[config.mk]
export PLATFORM = sky130hd
export DESIGN_NAME = pwm_dac_multi_flat
export DESIGN_NICKNAME = d
export VERILOG_FILES = /design/src/rtl/pwm_dac_multi_if.sv /design/src/rtl/pwm_dac_multi.sv /design/src/flat_wrapper.sv
export SDC_FILE = /design/constraint.sdc
export NUM_CORES = 1
export LEC_CHECK = 0
export BUFFER_PORTS_ARGS = -buffer_cell sky130_fd_sc_hd__buf_2
export CAP_MARGIN = 20
export CORE_ASPECT_RATIO = 0.7
export CORE_MARGIN = 2
export CORE_UTILIZATION = 45
export DETAILED_ROUTE_END_ITERATION = 12
export GPL_TIMING_DRIVEN = 1
export PLACE_DENSITY = 0.69
export REMOVE_ABC_BUFFERS = 1
export SLEW_MARGIN = 15
export SYNTH_ARGS = -nofsm -noshare
export SYNTH_HDL_FRONTEND = slang
export SYNTH_SLANG_ARGS = --single-unit
[constraint.sdc]
create_clock -name clk_i -period 2.84 [get_ports clk_i]
set_input_delay 0.568 -clock clk_i [delete_from_list [all_inputs] [get_ports clk_i]]
set_output_delay 0.568 -clock clk_i [all_outputs]
set_load 0.05 [all_outputs]
[src/rtl/pwm_dac_multi_if.sv]
// ----------------------------------------------------------------------------
// pwm_dac_multi_if
// System-bus bundle for the pwm_dac_multi register block.
//   sys_addr   : byte address (the slave decodes [19:0])
//   sys_wdata  : write data
//   sys_wen    : write strobe
//   sys_ren    : read strobe
//   sys_rdata  : read data, valid together with sys_ack
//   sys_err    : error flag (never raised by pwm_dac_multi)
//   sys_ack    : registered acknowledge, one cycle after a strobe
// ----------------------------------------------------------------------------
interface pwm_dac_multi_if;
    logic [31:0] sys_addr;
    logic [31:0] sys_wdata;
    logic        sys_wen;
    logic        sys_ren;
    logic [31:0] sys_rdata;
    logic        sys_err;
    logic        sys_ack;

    modport master (
        output sys_addr, sys_wdata, sys_wen, sys_ren,
        input  sys_rdata, sys_err, sys_ack
    );

    modport slave (
        input  sys_addr, sys_wdata, sys_wen, sys_ren,
        output sys_rdata, sys_err, sys_ack
    );
endinterface

[src/rtl/pwm_dac_multi.sv]
// ----------------------------------------------------------------------------
// pwm_dac_multi
// Multi-channel PWM DAC with fractional dither. Each channel turns a signed
// DW-bit sample into a PWM stream with a 2^PW-clock base period; the next MW
// bits below the duty field are spread as +1 clock over 2^MW periods.
// Samples are latched into a per-channel shadow at the last clock of every
// period, so updates are always period-aligned and glitch-free.
//
// Build option: define PWM_DITHER_EN to enable the fractional dither and the
// period counter (pcnt). Without it, hi = duty and pcnt reads as 0.
//
// Ports:
//   clk_i   : clock
//   rstn_i  : asynchronous active-low reset
//   dat_i   : NCH signed samples, channel k at [k*DW +: DW]
//   pwm_o   : registered PWM outputs
//   sync_o  : one-cycle pulse on the first output clock of each period
//   sys     : register bus (slave modport of pwm_dac_multi_if)
//
// Registers: 0x00+4k manual value ch k, 0x40 source select (1 = manual),
//            0x44 enable mask (reset all ones), 0x48 RO {pcnt, cnt}.
// ----------------------------------------------------------------------------
module pwm_dac_multi #(
    parameter int unsigned NCH = 4,
    parameter int unsigned DW  = 14,
    parameter int unsigned PW  = 8,
    parameter int unsigned MW  = 4
) (
    input  logic                clk_i,
    input  logic                rstn_i,
    input  logic [NCH*DW-1:0]   dat_i,
    output logic [NCH-1:0]      pwm_o,
    output logic                sync_o,
    pwm_dac_multi_if.slave      sys
);

    localparam logic [PW-1:0] CNT_MAX   = '1;
    localparam logic [19:0]   ADDR_SEL  = 20'h00040;
    localparam logic [19:0]   ADDR_EN   = 20'h00044;
    localparam logic [19:0]   ADDR_STAT = 20'h00048;

    logic [PW-1:0]               r_cnt;
    logic [NCH-1:0][DW-1:0]      r_manual;
    logic [NCH-1:0][DW-1:0]      r_shadow;
    logic [NCH-1:0]              r_sel;
    logic [NCH-1:0]              r_mask;
    logic                        r_ack;
    logic [31:0]                 r_rdata;

    logic                        w_wrap;
    logic [PW-1:0]               w_cnt_nxt;
    logic [MW-1:0]               w_pcnt;
    logic [NCH-1:0][DW-1:0]      w_src;
    logic [NCH-1:0][DW-1:0]      w_shadow_nxt;
    logic [NCH-1:0]              w_pwm_nxt;
    logic [19:0]                 w_addr;
    logic [31:0]                 w_rd_data;
    logic                        w_unused;

    assign w_wrap    = (r_cnt == CNT_MAX);
    assign w_cnt_nxt = r_cnt + PW'(1);
    assign w_addr    = sys.sys_addr[19:0];
    assign w_unused  = ^{sys.sys_addr[31:20], sys.sys_wdata};

`ifdef PWM_DITHER_EN
    logic [MW-1:0] r_pcnt;
    logic [MW-1:0] w_pcnt_nxt;

    assign w_pcnt_nxt = w_wrap ? r_pcnt + MW'(1) : r_pcnt;
    assign w_pcnt     = r_pcnt;

    always_ff @(posedge clk_i or negedge rstn_i) begin
        if (!rstn_i) begin
            r_pcnt <= '0;
        end else begin
            r_pcnt <= w_pcnt_nxt;
        end
    end

    // Bit-reversed period index gives an evenly interleaved dither pattern.
    function automatic logic [MW-1:0] bitrev(input logic [MW-1:0] v);
        logic [MW-1:0] r;
        r = '0;
        for (int unsigned i = 0; i < MW; i++) begin
            r[i] = v[MW-1-i];
        end
        return r;
    endfunction
`else
    assign w_pcnt = '0;
`endif

    // pwm_o is registered, so the next-cycle value is built from the next
    // counter value and the shadow content that will hold after this edge
    // (the live source on the wrap edge). This puts the first high clock of
    // a new sample right on the first clock of its period.
    always_comb begin
        logic [PW-1:0] w_duty;
        logic [PW:0]   w_hi;
        logic          w_extra;
        w_src        = '0;
        w_shadow_nxt = '0;
        w_pwm_nxt    = '0;
        w_duty       = '0;
        w_hi         = '0;
        w_extra      = 1'b0;
        for (int unsigned k = 0; k < NCH; k++) begin
            w_src[k]        = r_sel[k] ? r_manual[k] : dat_i[k*DW +: DW];
            w_shadow_nxt[k] = w_wrap ? w_src[k] : r_shadow[k];
            // Offset binary: invert the sign bit, keep the top PW bits.
            w_duty = {~w_shadow_nxt[k][DW-1], w_shadow_nxt[k][DW-2 -: PW-1]};
`ifdef PWM_DITHER_EN
            w_extra = (w_shadow_nxt[k][DW-PW-1 -: MW] > bitrev(w_pcnt_nxt));
`else
            w_extra = 1'b0;
`endif
            w_hi         = {1'b0, w_duty} + {{PW{1'b0}}, w_extra};
            w_pwm_nxt[k] = r_mask[k] & ({1'b0, w_cnt_nxt} < w_hi);
        end
    end

    always_ff @(posedge clk_i or negedge rstn_i) begin
        if (!rstn_i) begin
            r_cnt    <= '0;
            r_shadow <= '0;
            pwm_o    <= '0;
            sync_o   <= 1'b0;
        end else begin
            r_cnt    <= w_cnt_nxt;
            r_shadow <= w_shadow_nxt;
            pwm_o    <= w_pwm_nxt;
            sync_o   <= (w_cnt_nxt == '0);
        end
    end

    always_comb begin
        w_rd_data = '0;
        for (int unsigned k = 0; k < NCH; k++) begin
            if (w_addr == 20'(4*k)) begin
                w_rd_data = 32'(r_manual[k]);
            end
        end
        case (w_addr)
            ADDR_SEL:  w_rd_data = 32'(r_sel);
            ADDR_EN:   w_rd_data = 32'(r_mask);
            ADDR_STAT: w_rd_data = 32'({w_pcnt, r_cnt});
            default:   ;
        endcase
    end

    // Register writes land on the acking edge; the shadow load on that same
    // edge still sees the previous register value.
    always_ff @(posedge clk_i or negedge rstn_i) begin
        if (!rstn_i) begin
            r_manual <= '0;
            r_sel    <= '0;
            r_mask   <= '1;
            r_ack    <= 1'b0;
            r_rdata  <= '0;
        end else begin
            r_ack   <= sys.sys_wen | sys.sys_ren;
            r_rdata <= sys.sys_ren ? w_rd_data : '0;
            if (sys.sys_wen) begin
                for (int unsigned k = 0; k < NCH; k++) begin
                    if (w_addr == 20'(4*k)) begin
                        r_manual[k] <= sys.sys_wdata[DW-1:0];
                    end
                end
                if (w_addr == ADDR_SEL) begin
                    r_sel <= sys.sys_wdata[NCH-1:0];
                end
                if (w_addr == ADDR_EN) begin
                    r_mask <= sys.sys_wdata[NCH-1:0];
                end
            end
        end
    end

    assign sys.sys_ack   = r_ack;
    assign sys.sys_rdata = r_rdata;
    assign sys.sys_err   = 1'b0;

endmodule

[src/flat_wrapper.sv]
// flat-port wrapper written by rule: the top's interface ports become plain ports
module pwm_dac_multi_flat 
#(
    parameter int unsigned NCH = 4,
    parameter int unsigned DW  = 14,
    parameter int unsigned PW  = 8,
    parameter int unsigned MW  = 4
)
  (clk_i, rstn_i, dat_i, pwm_o, sync_o, sys_sys_addr, sys_sys_wdata, sys_sys_wen, sys_sys_ren, sys_sys_rdata, sys_sys_err, sys_sys_ack);
  pwm_dac_multi_if sys_i ();
  input  logic clk_i;
  input  logic rstn_i;
  input  logic [NCH*DW-1:0] dat_i;
  output logic [NCH-1:0] pwm_o;
  output logic sync_o;
  input wire logic [$bits(sys_i.sys_addr)-1:0] sys_sys_addr;
  input wire logic [$bits(sys_i.sys_wdata)-1:0] sys_sys_wdata;
  input wire logic [$bits(sys_i.sys_wen)-1:0] sys_sys_wen;
  input wire logic [$bits(sys_i.sys_ren)-1:0] sys_sys_ren;
  output wire logic [$bits(sys_i.sys_rdata)-1:0] sys_sys_rdata;
  output wire logic [$bits(sys_i.sys_err)-1:0] sys_sys_err;
  output wire logic [$bits(sys_i.sys_ack)-1:0] sys_sys_ack;
  assign sys_i.sys_addr = sys_sys_addr;
  assign sys_i.sys_wdata = sys_sys_wdata;
  assign sys_i.sys_wen = sys_sys_wen;
  assign sys_i.sys_ren = sys_sys_ren;
  assign sys_sys_rdata = sys_i.sys_rdata;
  assign sys_sys_err = sys_i.sys_err;
  assign sys_sys_ack = sys_i.sys_ack;
  pwm_dac_multi #(.NCH(NCH), .DW(DW), .PW(PW), .MW(MW)) u_core (.clk_i(clk_i), .rstn_i(rstn_i), .dat_i(dat_i), .pwm_o(pwm_o), .sync_o(sync_o), .sys(sys_i));
endmodule
Word-level counts from Yosys, hierarchy flattened
Index checks and enable logic that the tools add are counted.
Operators by class
  divide/modulo/power cells: 0
  $lt $le $gt $ge: 4
  equality and inequality tests: 7
  $add $sub $neg: 1
  mux-type cells: 14
  shift operators: 0
  multiply operators: 0
  bitwise operators: 9
  reduce and logical (&&, ||, !) cells: 8
Operators with widths (number)
  32-bit 2-to-1 mux: 4
  14-bit 2-to-1 mux: 9
  32-bit one-hot mux with 3 select lines: 1
  20-bit by 7-bit equality test with 1-bit output (second input constant): 3
  20-bit by 4-bit equality test with 1-bit output (second input constant): 2
  8-bit < comparator: 4
  20-bit by 3-bit equality test with 1-bit output (second input constant): 1
  20-bit zero test: 1
  2-bit AND reduction: 6
  8-bit by 1-bit adder with 8-bit output (second input constant): 1
  8-bit equality test (second input constant): 1
  8-bit zero test: 1
  1-bit AND: 4
  1-bit inverter: 4
  1-bit OR: 1
Word-level totals
  bits in read-only memories: 0
  logic and storage cells: 62
  memory bits (writable): 0
  output and inout port bits: 39
  bits in latches: 0
  bits in registers: 166
  memories kept: 0

Logic depth before layout (Yosys ltp)
  word-level depth: 7
  gate-level depth with buffers: 12

Worst setup path before layout
Ideal clock, no wire load.
  kind: register to register
  start point: reg u_core.r_cnt[3]
  end point: reg u_core.pwm_o[1]
  required time: 2.763 ns
  slack: 0.218 ns
  stages on the path, launching flop included: 13
  path buffers: 3
  arrival time: 2.545 ns
  path through: dfrtp_1 -> clkbuf_1 -> nand4_1 -> nor2_1 -> clkbuf_1 -> buf_1 -> a21o_1 -> ha_1 -> o21a_1 -> o21a_1 -> o21ai_0 -> o221ai_1 -> a21oi_1
On the way
  word-level cells in the longest chain between the ends: 5
RTL lines
  start: declaration: RTL line pwm_dac_multi.sv:42  | logic [PW-1:0] r_cnt;
  start signal: assignment: RTL line pwm_dac_multi.sv:129  | r_cnt <= w_cnt_nxt;
  parallel branches: the longest is 3 deep, another holds 8-bit by 1-bit adder with 8-bit output
  8-bit < comparator (*): RTL line pwm_dac_multi.sv:118  | w_pwm_nxt[k] = r_mask[k] & ({1'b0, w_cnt_nxt} < w_hi);
  1-bit AND (*): RTL line pwm_dac_multi.sv:118
  net u_core.w_pwm_nxt[1]: RTL line pwm_dac_multi.sv:55  | logic [NCH-1:0] w_pwm_nxt;
  end signal: assignment: RTL line pwm_dac_multi.sv:131  | pwm_o <= w_pwm_nxt;
  end: declaration: RTL line pwm_dac_multi.sv:32  | output logic [NCH-1:0] pwm_o,
Mark *: on every way through the listed nets, which the timed path passes.
A chain may end at the register's enable or synchronous reset.

Worst setup path in the final report
  start point: reg u_core.r_cnt[1]
  end point: reg u_core.pwm_o[3]
The elaborated chain is that of the path after synthesis.

==> results.txt <==
The highest clock rate came out at approximately 0.37 GHz. The portion of total power attributed to sequential cells is between 40% and 50%. The count of placed standard cells including taps came out at a little over 800.

The via count of the first global-routing pass is 4757. The pin count of the biggest net entering global routing is 47. The synthesized netlist devotes 9.30% of its cell area to compound gates. The count of buffers from port buffering came out at 89. The total detailed-routing wirelength came out at 16.8 mm.

The area fraction of the dominant cell type after synthesis came out at a little under half. The total standard cell area after synthesis came out at roughly 0.0064 mm^2. The capturing element type of the critical path is a register. The commonest cells after synthesis are sky130_fd_sc_hd__dfrtp_1 (120), sky130_fd_sc_hd__mux2i_1 (46), sky130_fd_sc_hd__mux2_2 (43), sky130_fd_sc_hd__nor2_1 (43), sky130_fd_sc_hd__a21oi_1 (30).

The slowest stage of the critical path is the sky130_fd_sc_hd__or4_1 cell. The post-synthesis adder-cell area fraction came out at 4.89%. The least setup slack across all paths after layout came out at 0.140 ns. The simple-gate portion of the synthesized area came out at 7.31%. At the later pin of the worst-skew pair, clock insertion delay measures a little over 0.4 ns.

The number of distinct library cell variants in the gate-level netlist after synthesis came out at 47. At the end of the flow, the number of nets in the layout was 803. The clock network fraction of total power came out at 53.5%. The cell area power density is roughly 550 mW/mm^2.

The TritonCTS clock tree is built. The register-to-register path setup slack is ~0.14 ns. The total internal power came out at 3.35 mW. Synthesis inferred roughly 120 register bits. The synthesis-to-finish area growth came out at 21.6%. The number of nets with antenna violations after detailed routing came out at 0.

The worst setup path is of the register to register kind. In this run the power spent charging and discharging nets is between 0.9 and 1 mW. On the worst path, the slowest cell contributes a delay of between 0.5 and 0.6 ns. The number of antenna violations at the first check in global routing came out at 0.

The number of cells traversed by the worst register-to-register path is 10. The non-filler instance count after layout came out at 857. The peak supply drop is about 0.49 mV. The most frequent cell after synthesis is sky130_fd_sc_hd__dfrtp_1. The total power after layout is roughly 4.3 mW. STA classifies the critical path startpoint as a register. For this run, the register share of the synthesized area comes to between 40% and 50%. The count of final setup violators is 0. The switching part of the total came out at 22.3%. By area the synthesized netlist is led by sky130_fd_sc_hd__dfrtp_1 (47%), sky130_fd_sc_hd__mux2_2 (7.6%), sky130_fd_sc_hd__mux2i_1 (7.2%). The worst hold path belongs to the class input pin to async pin. The max-capacitance violation count is 0. The final weighted congestion of routability-driven global placement is between 0.8 and 0.9.

Prior to clock tree synthesis, the placed netlist has a worst setup slack of slightly above 0.08 ns. The number of buffers added by the clock tree synthesis step came out at 17. The routed design could run at a clock period as short as ~2.7 ns. The number of detailed-route iterations in the first pass is 5.

The final-report hold violation count came out at 0. After clock tree synthesis, the clock-pin slew on the worst setup and hold paths is around 0.06 ns. The CTS sink count is ~120. The worst slew slack as a fraction of its limit came out at between 40 and 50%. The count of unresolved DRC violations after routing came out at 0. The xor and xnor fraction of the mapped netlist area came out at less than 1%. The number of standard cells after synthesis is roughly 540. The number of fill cells in the layout is around 1200. The clock tree buffer depth came out at 2. The I/O pin count is roughly 160. After routing the design area is between 0.007 and 0.008 mm^2. The number of hold buffers added after CTS came out at 0. The endpoint identified for the worst register-to-register timing path is u_core.pwm_o[3]. In the final routed layout, each cell accounts on average for between 15 and 20 um.

The flow ran to the end, and the final reports show no timing, DRC or antenna violations. The worst register-to-register path begins at u_core.r_cnt[1]. The placed cell area came out at between 0.007 and 0.008 mm^2. The mean cell area of the mapped netlist came out at 11.8 um^2.

The biggest area consumer among synthesized cells is sky130_fd_sc_hd__dfrtp_1. The mux cell area share after synthesis came out at approximately 23%. The share of power burned in combinational logic came out at 5.4%. The height of the chip is approximately 100 um.

Along the worst path, the maximum fanout reaches 5. The maximum clock skew at final layout is 0.00634 ns. The fraction of registers with async set or reset after synthesis is 100%. The data required time at the worst endpoint came out at ~3.2 ns.

The dominant combinational cell family by area after synthesis is multiplexers. Setup repair after global routing left no endpoint under its margin. For this design the static power due to leakage is a little under 4 nW.

The signal on the critical path passes through ha_1 > nand3_2 > nor2_4 > nor2_1 > a21o_1 > ha_1 > or4_1 > a211oi_1 > o21bai_1 > a21oi_1. The horizontal die dimension is 147 um. The area inside the core boundary came out at 0.0139 mm^2.

The overall track demand over capacity in global routing is 22.5%. The initial core utilization came out at 46.0%. The H-tree was split into 4 levels.

The number of antenna diodes in the final layout is 0. The ratio of final minimum period to clock period came out at 95.1%. The first global-routing pass estimated between 20 and 30 mm of wire. The most numerous cell type found on the critical path is sky130_fd_sc_hd__ha_1.

The actual slew at the worst max-slew pin is 0.803 ns. The per-cell via count in the routed design came out at about 5.4. The row count came out at 36.

The half-perimeter wire length after detailed placement came out at around 12 mm. The most used flip-flop cell after synthesis is sky130_fd_sc_hd__dfrtp_1. The root buffer selected by CTS is sky130_fd_sc_hd__clkbuf_16. The final-report max-slew violation count came out at 0.

During synthesis, Yosys emitted a total of 0 warnings. For the worst setup path, the data arrival time is roughly 3.0 ns. The number of DRC markers in iteration 0 is between 200 and 300. After global routing the overflow that remains totals 0. The die outline area is ~0.015 mm^2. The synthesized design contains 0 enable-type register cells. The routed layout has approximately 4600 vias.

The proportion of layout cells with a drive suffix above 1 came out at between 30% and 40%.
per-layer routing:
layer / share of wire, % / track usage [%] / routed length [um]
met5: 0 / 0 / 0
met2: 47 / 35.9 / 7850
met1: 47 / 31.2 / 7810
met4: 0.95 / 6.03 / 160
met3: 5.8 / 4.98 / 972
power groups by stage:
| stage | Clock (mW) | Combinational [mW] | Sequential [mW] |
|---|---|---|---|
| 2_1_floorplan | 0 | 0.0929 | 1.80 |
| 3_3_place_gp | 0 | 0.227 | 1.80 |
| 3_5_place_dp | 0 | 0.231 | 1.80 |
| 4_1_cts | 2.33 | 0.234 | 1.77 |
| 5_1_grt | 2.42 | 0.254 | 1.77 |
| 6_report | 2.30 | 0.232 | 1.77 |
worst max-delay path, delay by kind of cell, from the launching register on:
family | cells | cell delay (ns)
fa+ha+maj | 2 | 0.41
compound gates | 4 | 0.77
flops | 1 | 0.38
simple gates | 4 | 1.08
state kept, by name, indices dropped and copies added (netlist names):
| name | count |
|---|---|
| u_core.sync_o | 1 |
| u_core.r_shadow | 32 |
| u_core.r_manual | 56 |
| u_core.r_cnt | 8 |
| u_core.sys.sys_rdata | 14 |
| u_core.pwm_o | 4 |
| u_core.r_sel | 4 |
| u_core.sys.sys_ack | 1 |
| u_core.r_mask | 4 |
logic make-up (layout without fill, tap and decap cells):
logic type | after synthesis | count (layout)
flip-flops | 124 | 124
other | 1 | 19
XOR/XNOR | 7 | 7
AND/OR/NAND/NOR | 98 | 100
multiplexers | 120 | 120
AO/OA/AOI/OAI | 94 | 94
adder cells (fa/ha/maj) | 25 | 25
buffers and inverters | 75 | 178
how the worst max path moves through the flow:
stage | start | end | slack (ns)
after floorplan | u_core.r_cnt[0] | u_core.pwm_o[1] | -1.11
after global placement | u_core.r_cnt[1] | u_core.pwm_o[1] | 0.14
after detailed placement | u_core.r_cnt[0] | u_core.pwm_o[3] | 0.08
after CTS | u_core.r_cnt[0] | u_core.pwm_o[3] | 0.07
after global routing | u_core.r_cnt[1] | u_core.pwm_o[3] | 0.02
final | u_core.r_cnt[1] | u_core.pwm_o[3] | 0.14
stage by stage:
step           hold slack (ns)  util (%)  setup TNS [ns]
2_1_floorplan            0.272         -           -5.79
3_3_place_gp             0.484      51.1               0
3_5_place_dp             0.489      51.1               0
4_1_cts                  0.104      55.6               0
5_1_grt                  0.125      55.9               0
6_report                 0.103      55.9               0
layout make-up:
type / count / area, um^2 / share of cell area (%)
clock buffers: 21 / 460 / 5.91
well taps: 190 / 238 / 3.05
repair buffers: 119 / 698 / 8.97
multi-input cells: 365 / 3010 / 38.7
inverters: 27 / 101 / 1.30
flip-flops and latches: 124 / 3110 / 39.9
clock inverters: 11 / 166 / 2.14
cell usage in the layout, fill, tap and decap left out, types with 4 or more instances in the layout:
cell type	n
sky130_fd_sc_hd__nand2_1	17
sky130_fd_sc_hd__nand3_1	4
sky130_fd_sc_hd__mux4_2	9
sky130_fd_sc_hd__o22ai_1	7
sky130_fd_sc_hd__a21oi_1	30
sky130_fd_sc_hd__clkbuf_16	17
sky130_fd_sc_hd__buf_4	29
sky130_fd_sc_hd__dfrtp_1	120
sky130_fd_sc_hd__a211oi_1	9
sky130_fd_sc_hd__ha_1	25
sky130_fd_sc_hd__nor3b_1	6
sky130_fd_sc_hd__nor2_1	42
sky130_fd_sc_hd__mux2i_1	46
sky130_fd_sc_hd__mux2_4	20
sky130_fd_sc_hd__dfstp_2	4
sky130_fd_sc_hd__nor3_1	5
sky130_fd_sc_hd__xor2_1	4
sky130_fd_sc_hd__o21a_1	6
sky130_fd_sc_hd__buf_2	88
sky130_fd_sc_hd__mux2_2	43
sky130_fd_sc_hd__a21o_1	19
sky130_fd_sc_hd__inv_1	26
sky130_fd_sc_hd__conb_1	19
sky130_fd_sc_hd__o21ai_0	12
sky130_fd_sc_hd__or4_1	6
sky130_fd_sc_hd__bufinv_16	4
what timing repair did:
action,CTS,global route
setup buffers,0,3
hold endpoints to repair,0,0
gates resized for setup,0,2
setup endpoints to repair,0,4
Note: power is estimated with default switching activity, not from simulation.
